$ cat src/rtl/bridge_target_adapter.sv
// bridge_target_adapter: forwards arbitration-tree requests to a single target,
// tracks up to MAX_OUT outstanding transactions in an in-order FIFO of
// {ID, tag, aux}, and routes each in-order target response back to the
// initiator whose one-hot ID was stored when the request was granted.
module bridge_target_adapter #(
  parameter  int unsigned ID_WIDTH   = 17,
  parameter  int unsigned ADDR_WIDTH = 32,
  parameter  int unsigned DATA_WIDTH = 32,
  localparam int unsigned BYTE_NUM   = DATA_WIDTH / 8,
  parameter  int unsigned TAG_WIDTH  = BYTE_NUM,
  parameter  int unsigned AUX_WIDTH  = 8,
  parameter  int unsigned MAX_OUT    = 4
) (
  input  logic                  clk,
  input  logic                  rst,
  // request side, from the arbitration tree
  input  logic                  data_req_i,
  input  logic [ADDR_WIDTH-1:0] data_add_i,
  input  logic                  data_wen_i,
  input  logic [DATA_WIDTH-1:0] data_wdata_i,
  input  logic [BYTE_NUM-1:0]   data_be_i,
  input  logic [TAG_WIDTH-1:0]  data_tag_i,
  input  logic [AUX_WIDTH-1:0]  data_aux_i,
  input  logic [ID_WIDTH-1:0]   data_ID_i,
  output logic                  data_gnt_o,
  // target request channel
  output logic                  tgt_req_o,
  output logic [ADDR_WIDTH-1:0] tgt_add_o,
  output logic                  tgt_wen_o,
  output logic [DATA_WIDTH-1:0] tgt_wdata_o,
  output logic [BYTE_NUM-1:0]   tgt_be_o,
  input  logic                  tgt_gnt_i,
  // target response channel
  input  logic                  tgt_r_valid_i,
  input  logic [DATA_WIDTH-1:0] tgt_r_rdata_i,
  input  logic                  tgt_r_opc_i,
  // response side, back to the initiators
  output logic [ID_WIDTH-1:0]   data_r_valid_o,
  output logic [DATA_WIDTH-1:0] data_r_rdata_o,
  output logic [TAG_WIDTH-1:0]  data_r_rtag_o,
  output logic                  data_r_opc_o,
  output logic [AUX_WIDTH-1:0]  data_r_aux_o,
  // status
  output logic                  busy_o,
  output logic                  err_o
);

  localparam int unsigned PTR_W = (MAX_OUT > 1) ? $clog2(MAX_OUT) : 1;
  localparam int unsigned CNT_W = $clog2(MAX_OUT + 1);

  // Outstanding-transaction bookkeeping
  logic [PTR_W-1:0] wr_ptr_q, rd_ptr_q;
  logic [CNT_W-1:0] count_q, count_d;
  logic             full, empty, push, pop;

  // FIFO storage, no reset needed: entries are only read after being written
  logic [ID_WIDTH-1:0]  id_mem_q  [MAX_OUT];
  logic [TAG_WIDTH-1:0] tag_mem_q [MAX_OUT];
  logic [AUX_WIDTH-1:0] aux_mem_q [MAX_OUT];

  // Registered response path
  logic [ID_WIDTH-1:0]   r_valid_q;
  logic [DATA_WIDTH-1:0] r_rdata_q;
  logic [TAG_WIDTH-1:0]  r_tag_q;
  logic                  r_opc_q;
  logic [AUX_WIDTH-1:0]  r_aux_q;
  logic                  err_q;

  // Full/empty flags and the combinational request/grant path
  always_comb begin
    full       = (count_q == CNT_W'(MAX_OUT));
    empty      = (count_q == '0);
    tgt_req_o  = data_req_i & ~full;
    data_gnt_o = data_req_i & tgt_gnt_i & ~full;
    push       = data_gnt_o;
    pop        = tgt_r_valid_i & ~empty;
  end

  // Request payload passes straight through to the target
  always_comb begin
    tgt_add_o   = data_add_i;
    tgt_wen_o   = data_wen_i;
    tgt_wdata_o = data_wdata_i;
    tgt_be_o    = data_be_i;
  end

  // Next occupancy: a simultaneous push and pop leaves the count unchanged
  always_comb begin
    count_d = count_q;
    unique case ({push, pop})
      2'b10:   count_d = count_q + CNT_W'(1);
      2'b01:   count_d = count_q - CNT_W'(1);
      default: count_d = count_q;
    endcase
  end

  // Pointers and count; pointers wrap naturally since MAX_OUT is a power of 2
  always_ff @(posedge clk or posedge rst) begin
    if (rst) begin
      wr_ptr_q <= '0;
      rd_ptr_q <= '0;
      count_q  <= '0;
    end else begin
      count_q <= count_d;
      if (push) wr_ptr_q <= wr_ptr_q + PTR_W'(1);
      if (pop)  rd_ptr_q <= rd_ptr_q + PTR_W'(1);
    end
  end

  // Store {ID, tag, aux} of each granted request at the write pointer
  always_ff @(posedge clk) begin
    if (push) begin
      id_mem_q[wr_ptr_q]  <= data_ID_i;
      tag_mem_q[wr_ptr_q] <= data_tag_i;
      aux_mem_q[wr_ptr_q] <= data_aux_i;
    end
  end

  // Register the response one cycle after the target reports it; flag strays
  always_ff @(posedge clk or posedge rst) begin
    if (rst) begin
      r_valid_q <= '0;
      r_rdata_q <= '0;
      r_tag_q   <= '0;
      r_opc_q   <= 1'b0;
      r_aux_q   <= '0;
      err_q     <= 1'b0;
    end else begin
      r_valid_q <= pop ? id_mem_q[rd_ptr_q] : '0;
      if (pop) begin
        r_rdata_q <= tgt_r_rdata_i;
        r_tag_q   <= tag_mem_q[rd_ptr_q];
        r_opc_q   <= tgt_r_opc_i;
        r_aux_q   <= aux_mem_q[rd_ptr_q];
      end
      if (tgt_r_valid_i && empty) err_q <= 1'b1;
    end
  end

  // Output mapping
  always_comb begin
    data_r_valid_o = r_valid_q;
    data_r_rdata_o = r_rdata_q;
    data_r_rtag_o  = r_tag_q;
    data_r_opc_o   = r_opc_q;
    data_r_aux_o   = r_aux_q;
    busy_o         = ~empty;
    err_o          = err_q;
  end

endmodule

$ cat config.mk
export PLATFORM = sky130hd
export DESIGN_NAME = bridge_target_adapter
export DESIGN_NICKNAME = d
export VERILOG_FILES = /design/src/rtl/bridge_target_adapter.sv
export SDC_FILE = /design/constraint.sdc
export NUM_CORES = 1
export LEC_CHECK = 0
export ABC_CLOCK_PERIOD_IN_PS = 6400
export BUFFER_PORTS_ARGS = -buffer_cell sky130_fd_sc_hd__buf_4
export CORE_MARGIN = 2
export CORE_UTILIZATION = 35
export CTS_CLUSTER_DIAMETER = 120
export DETAILED_ROUTE_END_ITERATION = 10
export SLEW_MARGIN = 0
export SYNTH_ARGS = -nofsm -noshare
export SYNTH_HDL_FRONTEND = slang
export SYNTH_SLANG_ARGS = --single-unit
$ cat constraint.sdc
create_clock -name clk -period 6.4 [get_ports clk]
set_input_delay 1.28 -clock clk [delete_from_list [all_inputs] [get_ports clk]]
set_output_delay 1.28 -clock clk [all_outputs]
set_load 0.02 [all_outputs]
==> results.md, run 1 <==
Run:
- Max-cap violations in this run came to 0.

Clocking:
- For the worst-skew pair, the clock arrives at the later sink with an insertion delay of about 430 ps.
- The TritonCTS clock tree is done.
- The number of sinks on the clock net is between 150 and 200.
- The number of setup buffers added after CTS is 0.
- The clock edge transition at the registers on the reported setup and hold paths is ~80 ps.
- Clock tree synthesis inserted a total of 17 buffers.
- CTS built an H-tree with a depth of 4.
- Buffers inserted to repair hold after CTS numbered 0.
- The number of gates resized after CTS was 0.
- The cell sitting at the root of the clock tree is a sky130_fd_sc_hd__clkbuf_16.
- No sink is reached through more buffers than the 2 on the longest clock path.

Drt:
- For this run, design rule violations remaining after detail routing come to 0.
- The number of detailed-route iterations in the first pass is 4.
- The violation count after the first detailed-route iteration is 141.
- The detailed-route wire length per cell is 22.1 um.
- The number of vias after detailed routing is approximately 3.5k.
- After detailed routing, the number of vias per cell comes to between 4 and 5.
- The number of routed nets with antenna violations is 0.
- The final wirelength is between 15 and 20 mm.

Floorplan:
- In this run the standard cell core region covers approximately 21,000 um2.
- From left edge to right edge, the die measures ~150 um.
- The count of standard-cell rows is 53.
- The die covers approximately 23,000 um2.
- The die is between 150 and 200 um tall.
- For this configuration, the core starts out at a cell density of 0.358.
- The top-level port count is around 270.

Logic synthesis:
- In this run, synthesis inferred approximately 120 flip-flops with an integrated enable.
- The number of unique standard cell types used by synthesis is 22.
- The cell taking the most area after synthesis is sky130_fd_sc_hd__edfxtp_1.
- Of the post-synthesis cell area, the dominant cell type holds 0.462.
- The area of the mapped netlist is about 7500 um2.
- The share of the yosys chip area belonging to registers is 0.694.
- After synthesis, the mean cell area works out to approximately 19 um2.
- The total of flip-flops plus latches after synthesis is 186.
- In the synthesized netlist the async set-or-reset flop fraction comes to 0.376.
- The most used flip-flop cell after synthesis is sky130_fd_sc_hd__edfxtp_1.
- Synthesis produced a netlist with a net count of about 540.
- In the synthesized netlist, the number of instances is about 390.
- During synthesis, Yosys emitted a total of 0 warnings.
- Sorting the synthesized cells by area gives the leading types as sky130_fd_sc_hd__edfxtp_1 (46%), sky130_fd_sc_hd__dfrtp_1 (23%), sky130_fd_sc_hd__mux4_2 (8.7%), sky130_fd_sc_hd__mux2_4 (8.0%), sky130_fd_sc_hd__buf_4 (7.0%).

Min path:
- The tightest min-delay check is of the reg2reg type.
- Counting instances, the worst hold path has a depth of 1.
- The worst hold endpoint is err_o.
- The startpoint of the tightest hold check path is err_o.

Global route:
- After global routing the overflow that remains totals 0.
- The first global-routing pass estimated around 24 mm of wire.
- The number of global-route vias before repair is ~3.9k.
- For this run, the total global-route usage over all layers was measured as 0.149.
- The largest net degree at the start of global routing is 71.
- The number of antenna violations at the first check in global routing is 0.

Worst setup path:
- By startpoint and endpoint, the worst setup path is classified as in2out.
- The worst setup path is captured at an output pin.
- The setup slack of the most critical reg-to-reg path is 3770 ps.
- Measured in cells, the most critical reg-to-reg path has a length of 8.
- The endpoint identified for the worst register-to-register timing path is count_q[2].
- The worst reg2reg path startpoint is count_q[0].
- STA classifies the critical path startpoint as an input port.
- The required arrival time at the worst endpoint is slightly above 5000 ps.
- The data arrival time at the worst-slack endpoint is 1900 ps.
- Along the worst path, the maximum fanout reaches 8.

STA:
- At the pin with the least slew margin, the transition time is approximately 1100 ps.
- The tightest slew margin relative to the limit is 0.293.
- Subtracting the final worst setup slack from the clock period gives 3180 ps.
- Setup repair after global routing left no endpoint under its margin.
- The total of endpoints with negative setup slack in the final report is 0.
- The number of hold-slack violations in the final timing report was 0.
- The number of slew-limit violations in the final report is 0.
- Static timing analysis puts the maximum clock frequency at approximately 0.31 GHz.
- Summed over all failing endpoints, the final setup total negative slack is 0 ps.
- Between clock sinks in the finished design, the worst skew comes to 14.7 ps.
- The final clock period utilization by the worst path is 0.497.

Pwr:
- In this run the static leakage power is between 3 and 4 nW.
- The total power per unit cell area is 447 nW/um2.
- The largest vdd supply drop is 0.000201 V.

Cells and area:
- The number of antenna repair diodes is 0.
- After the last flow step, the layout net total stands at a little over 600.
- With fillers left out, the area of the finished cells amounts to 8920 um2.
- The count of non-filler cells in the finished layout is between 700 and 800.
- The layout overhead on the synthesized area is 18.3%.
- The ratio of cells with drive above 1 in the final layout is 0.525.

Run status:
- The run finished with clean final reports.

Place:
- The total half-perimeter wirelength after legalization and detailed placement is approximately 11 mm.
- At the end of routability-driven placement, the weighted congestion stood at 0.668.
- Including well taps, the total number of placed cells is a little over 700.
- Once placement finished, the instance area stood at ~8300 um2.
- During placement, the flow inserted port buffers numbering approximately 130.
## power breakdown
group | internal [W] | switching (W)
Clock | 0.000606 | 0.000507
Sequential | 0.00154 | 0.000167
Combinational | 0.000623 | 0.000545
## through the flow
| stage | setup slack [ps] | hold WS [ps] | utilization | power, W |
|---|---|---|---|---|
| floorplan | 3330 | 498 | - | 0.00255 |
| global placement | 2860 | 457 | 0.393 | 0.00290 |
| detailed placement | 2800 | 471 | 0.393 | 0.00292 |
| CTS | 3220 | 489 | 0.423 | 0.00405 |
| global route | 3110 | 502 | 0.423 | 0.00418 |
| finish | 3220 | 483 | 0.423 | 0.00398 |
## layout by cell type, fill, tap and decap left out, drive strengths merged, types with 2 or more instances in the layout
cell,count
and2,21
buf,135
bufinv,2
clkbuf,17
clkinv,5
dfrtp,70
edfxtp,116
ha,5
inv,15
mux2,46
mux4,29
nand2,2
nor2,2
xnor2,4
xor2,2
## worst max-delay path, cell delays in order
cell	delay, ps
sky130_fd_sc_hd__buf_4	80
sky130_fd_sc_hd__o311a_1	330
sky130_fd_sc_hd__buf_4	200
## worst max path at each step
stage	slack [ps]	startpoint	end
floorplan	3330	data_req_i	tgt_req_o
global placement	2860	tgt_r_valid_i	count_q[2]
detailed placement	2800	tgt_r_valid_i	count_q[2]
CTS	3220	data_req_i	data_gnt_o
global route	3110	tgt_r_valid_i	count_q[2]
finish	3220	data_req_i	data_gnt_o
## layout make-up
cell class	count	area (um2)
multi-input combinational	117	1650
inverter	8	31.3
clock buffer	17	425
tap	275	344
fill	1869	12200
timing repair buffer	135	1010
clock inverter	15	213
sequential	186	5240
## layer usage
| layer | up-vias | part of all wire | track usage |
|---|---|---|---|
| met5 | - | 0 | 0.0114 |
| met3 | 47 | 0.083 | 0.0575 |
| li1 | 1525 | - | - |
| met1 | 1777 | 0.35 | 0.152 |
| met2 | 148 | 0.52 | 0.260 |
| met4 | 0 | 0.048 | 0.0836 |
## kinds of logic after synthesis
logic type	after synthesis	share of synthesized area
adders and majority gates	6	0.0110
AOI/OAI and AO/OA	4	0.00465
xor gates and xnor gates	6	0.00697
DFF	186	0.694
buffers and inverters	91	0.0873
and+or+nand+nor	25	0.0194
muxes	76	0.177
## registers in the layout (all words and copies together) (netlist names), 3 cells and up
signal	flops
data_r_aux_o	8
aux_mem_q	32
data_r_rdata_o	32
tag_mem_q	16
count_q	3
data_r_rtag_o	4
id_mem_q	68
data_r_valid_o	17
## synthesized netlist by cell type (2+ instances only)
cell type and instances:
sky130_fd_sc_hd__nand2_1 2, sky130_fd_sc_hd__nor2_1 2, sky130_fd_sc_hd__inv_1 8, sky130_fd_sc_hd__mux2_2 6, sky130_fd_sc_hd__mux4_2 29, sky130_fd_sc_hd__xnor2_1 4
sky130_fd_sc_hd__buf_4 70, sky130_fd_sc_hd__dfrtp_1 70, sky130_fd_sc_hd__and2_1 21, sky130_fd_sc_hd__edfxtp_1 116, sky130_fd_sc_hd__buf_6 7, sky130_fd_sc_hd__xor2_1 2
sky130_fd_sc_hd__clkbuf_1 5, sky130_fd_sc_hd__ha_1 5, sky130_fd_sc_hd__mux2_4 40
Note: power is estimated with default switching activity, not from simulation.
==> inputs of run 2 (changes only) <==
--- a/config.mk
+++ b/config.mk
@@ -5,7 +5,8 @@
 export SDC_FILE = /design/constraint.sdc
 export NUM_CORES = 1
 export LEC_CHECK = 0
-export ABC_CLOCK_PERIOD_IN_PS = 6400
+export ABC_AREA = 1
+export ABC_CLOCK_PERIOD_IN_PS = 3220
 export BUFFER_PORTS_ARGS = -buffer_cell sky130_fd_sc_hd__buf_4
 export CORE_MARGIN = 2
 export CORE_UTILIZATION = 35
==> constraint.sdc (replaced) <==
create_clock -name clk -period 3.22 [get_ports clk]
set_input_delay 0.644 -clock clk [delete_from_list [all_inputs] [get_ports clk]]
set_output_delay 0.644 -clock clk [all_outputs]
set_load 0.02 [all_outputs]
==> run 2 against run 1 <==
First-iteration DRC count up 90%. Sequential power up 93%. Clock power up 78%. Count of clock-buffer cells in the layout unchanged. Hold slack worse by 220 ps. Power up 100%. Synthesized cell count up 96%. Area after synthesis up 6.0%. Final cell count up 51%. Design area up 4.1%. Core utilization down 1.0 points. Critical endpoint is now count_q[2].
==> results.md, run 2 <==
Clocking:
- The insertion delay of the later-clocked pin in the worst-skew pair is 430 ps (about the same).
- The count of buffers added by post-CTS timing repair for setup is 0 (unchanged).
- The clock tree root driver cell is sky130_fd_sc_hd__clkbuf_16.
- The total number of H-tree levels came to 4 (unchanged).
- The clock edge transition at the registers on the reported setup and hold paths is 70 ps (about the same).
- The count of hold-fix buffers inserted at cts is 0 (unchanged).
- The total CTS buffers was 17 (unchanged).
- The clock tree buffer depth is 2 (unchanged).
- The TritonCTS clock tree is done.
- The number of sinks on the clock net is 186 (unchanged).
- The number of gates resized after cts came to 0 (unchanged).

STA:
- The slew at the pin closest to its max-slew limit came to 1050 ps (-5.99 ps).
- The timing-limited maximum frequency is between 0.4 and 0.5 GHz.
- The total of endpoints with negative setup slack in the final report is 0 (unchanged).
- The time the final worst path needs with I/O delays and setup is around 2100 ps.
- The tightest slew margin relative to the limit is 0.296 (+0.00297).
- The number of hold-slack violations in the final timing report was 0 (unchanged).
- Setup repair after global routing left no endpoint under its margin.
- The number of slew-limit violations in the final report was 0 (unchanged).
- The setup clock skew after layout is 13.8 ps (-0.856 ps).
- The final clock period utilization by the worst path is 0.644.
- The setup TNS is 0 ps (unchanged).

Cells and area:
- The final standard cell area without fillers is 9290 um2 (+4.1%).
- The flip-flop count of the largest register after layout is 68 (unchanged).
- The count of non-filler cells in the finished layout came to 1,134 (+51%).
- The top cell types in the final layout, fill and taps aside, are sky130_fd_sc_hd__nand2_1 (306), sky130_fd_sc_hd__buf_4 (142), sky130_fd_sc_hd__edfxtp_1 (116), sky130_fd_sc_hd__inv_1 (96), sky130_fd_sc_hd__dfrtp_1 (69).
- The layout net count was 978 (+61%).
- The register with the most flip-flops is id_mem_q.
- The ratio of cells with drive above 1 in the final layout is 0.219 (-0.306).
- The number of antenna repair diodes is 0 (unchanged).
- The commonest non-fill, non-tap cell in the layout is sky130_fd_sc_hd__nand2_1.
- The layout overhead on the synthesized area is 16.2%.

Worst setup path:
- The critical-path maximum fanout is 7 (-1).
- The required arrival time at the worst endpoint is 3540 ps (-1580 ps).
- The worst reg2reg path depth is 10 (+2).
- STA classifies the critical path startpoint as a flop.
- The start-to-end type of the worst setup path is reg2reg.
- The worst reg2reg path startpoint is count_q[1].
- The worst setup path is captured at a flop.
- The data arrival time at the worst-slack endpoint is 2390 ps (+490 ps).
- The capture point of the worst reg-to-reg path is count_q[2].
- The setup slack of the most critical reg-to-reg path is 1150 ps (-2620 ps).

Pwr:
- The largest vdd supply drop is 0.000403 V (+100%).
- The total net switching power was 0.00294 W (+140%).
- The switching share of total power is 0.369 (+0.0630).
- The total power per unit cell area was 859 nW/um2 (+92%).
- The static leakage power is 4.42 nW (+24%).
- The combinational group share of total power is 0.341 (+0.048).
- The register share of total power is 0.411 (-0.016).
- The internal power consumption was 0.00503 W (+82%).
- The relative contribution of the clock network to total power is 0.249 (-0.030).

Global route:
- The all-layer global routing usage was 0.162 (+0.0130).
- The sum of overflow across all layers after global routing came to 0 (unchanged).
- The largest net degree at the start of global routing came to 66 (-7.0%).
- The number of global-route vias before repair was 4,772 (+23%).
- The first-pass GRT wire length is 28.9 mm (+21%).
- The number of antenna violations at the first check in global routing is 0 (unchanged).

Place:
- The last weighted congestion value of the routability-driven placer is 0.745 (+12%).
- The number of cells in the design after placement was 1,102 (+53%).
- The standard cell area after detailed placement is 8720 um2 (+5.4%).
- The count of buffers from port buffering came to 132 (unchanged).
- The total half-perimeter wirelength after legalization and detailed placement is 13.3 mm (+22%).

Run status:
- The flow ran to the end, and the final reports show no timing, DRC or antenna violations.

Min path:
- The type of the tightest min-delay check is in2async.

Logic synthesis:
- The total of flip-flops plus latches after synthesis was 186 (unchanged).
- Sorting the synthesized cells by area gives the leading types as sky130_fd_sc_hd__edfxtp_1 (44%), sky130_fd_sc_hd__dfrtp_1 (22%), sky130_fd_sc_hd__nand2_1 (14%), sky130_fd_sc_hd__buf_4 (7.1%), sky130_fd_sc_hd__inv_1 (4.6%).
- The area of the mapped netlist is 8000 um2 (+6.0%).
- The share of the yosys chip area belonging to registers is 0.655 (-0.0394).
- The fraction of synthesized cell area taken by the top area cell type is 0.436 (-0.0262).
- The cell taking the most area after synthesis is sky130_fd_sc_hd__edfxtp_1.
- The number of unique standard cell types used by synthesis came to 22 (unchanged).
- The fraction of registers with async set or reset after synthesis came to 0.376 (unchanged).
- The gate count after technology mapping came to 774 (+96%).
- The number of enable-type register cells in the synthesized netlist is 116 (unchanged).
- The net count after synthesis is 916 (+71%).
- The most instantiated library cell after synthesis is sky130_fd_sc_hd__nand2_1.
- The synthesis warning total is 0 (unchanged).
- For this run, the leading register cell type out of synthesis is sky130_fd_sc_hd__edfxtp_1.
- The mean cell area of the mapped netlist was 10.3 um2 (-46%).
- The commonest cells after synthesis are sky130_fd_sc_hd__nand2_1 (306), sky130_fd_sc_hd__edfxtp_1 (116), sky130_fd_sc_hd__inv_1 (97).

Floorplan:
- The top-level port count is 271 (unchanged).
- The starting density of the core is 0.355 (-0.00230).
- The area enclosed by the die boundary is 24,100 um2 (+5.9%).
- The count of standard-cell rows is 55 (+3.8%).
- The area inside the core boundary is 22,500 um2 (+6.7%).
- The horizontal die dimension is 155 um (+2.9%).
- The die outline height is 155 um (+2.9%).

Drt:
- The detailed-route wire length per cell is 17.3 um (-22%).
- The violation count after the first detailed-route iteration is 268 (+90%).
- The final routed DRC violation total is 0 (unchanged).
- The number of vias after detailed routing is 4,968 (+42%).
- The ratio of routed vias to standard cells is 4.38 (-5.7%).
- The number of routed nets with antenna violations came to 0 (unchanged).
- The final wirelength is 19.6 mm (+18%).
- The number of detailed-route iterations in the first pass is 5 (+1).

Run:
- The max capacitance violation total is 0 (unchanged).
run 2: cell types whose count changed in the layout (fill, tap and decap cells not counted), moves of 17 or more:
| cell | delta |
|---|---|
| sky130_fd_sc_hd__nand2_1 | +304 |
| sky130_fd_sc_hd__inv_1 | +89 |
| sky130_fd_sc_hd__nand3_1 | +43 |
| sky130_fd_sc_hd__mux2_4 | -40 |
| sky130_fd_sc_hd__mux4_2 | -29 |
| sky130_fd_sc_hd__a21oi_1 | +17 |
run 2: layout make-up:
cell class / count / area [um2]
Clock buffer: 17 / 425
Timing Repair Buffer: 143 / 1090
Clock inverter: 15 / 138
Fill cell: 2125 / 13200
Inverter: 99 / 373
Tap cell: 285 / 357
Sequential cell: 186 / 5240
Multi-Input combinational cell: 389 / 1670
run 2: stage by stage:
step	worst slack, ps	hold WS (ps)	power [W]	utilization
final	1150	266	0.00798	0.413
after global placement	1080	467	0.00607	0.388
after CTS	1140	271	0.00811	0.413
after detailed placement	1050	467	0.00611	0.388
after global routing	1010	298	0.00850	0.413
after floorplan	686	492	0.00523	-
run 2: worst max path at each step:
stage / startpoint / end / slack (ps) / depth (start not counted)
2_1_floorplan: data_req_i / aux_mem_q[0][0] / 690 / 2
3_3_place_gp: data_req_i / count_q[2] / 1080 / 9
3_5_place_dp: data_req_i / count_q[2] / 1050 / 9
4_1_cts: count_q[1] / count_q[2] / 1140 / 10
5_1_grt: count_q[1] / count_q[2] / 1010 / 10
6_report: count_q[1] / count_q[2] / 1150 / 10
run 2: critical path: stages, from the launching register on:
cell and delay, ps:
sky130_fd_sc_hd__dfrtp_1 420, sky130_fd_sc_hd__nor2_4 140, sky130_fd_sc_hd__nand2_1 110, sky130_fd_sc_hd__nand3_1 110, sky130_fd_sc_hd__buf_4 210, sky130_fd_sc_hd__ha_1 200, sky130_fd_sc_hd__inv_1 70, sky130_fd_sc_hd__fa_1 380
sky130_fd_sc_hd__nand2_1 90, sky130_fd_sc_hd__nand3_1 90, sky130_fd_sc_hd__xor2_1 140
run 2: per-layer routing:
layer	track usage	up-vias	routed length, um
li1	-	2462	-
met1	0.174	2325	7150
met2	0.296	145	10600
met3	0.0448	36	1320
met4	0.0732	0	539
met5	0	-	0
run 2: power groups by stage:
stage	Clock, W	Sequential, W	Combinational [W]
after global routing	0.00215	0.00333	0.00302
after floorplan	0	0.00369	0.00154
after CTS	0.00205	0.00328	0.00279
after global placement	0	0.00332	0.00275
final	0.00198	0.00328	0.00272
after detailed placement	0	0.00332	0.00278
run 2: cells by family after synthesis:
logic type	Yosys count	synth area share
buf+inv	199	0.140
xor+xnor	4	0.00438
compound gates	20	0.0130
simple gates	359	0.178
fa+ha+maj	6	0.0103
flops	186	0.655
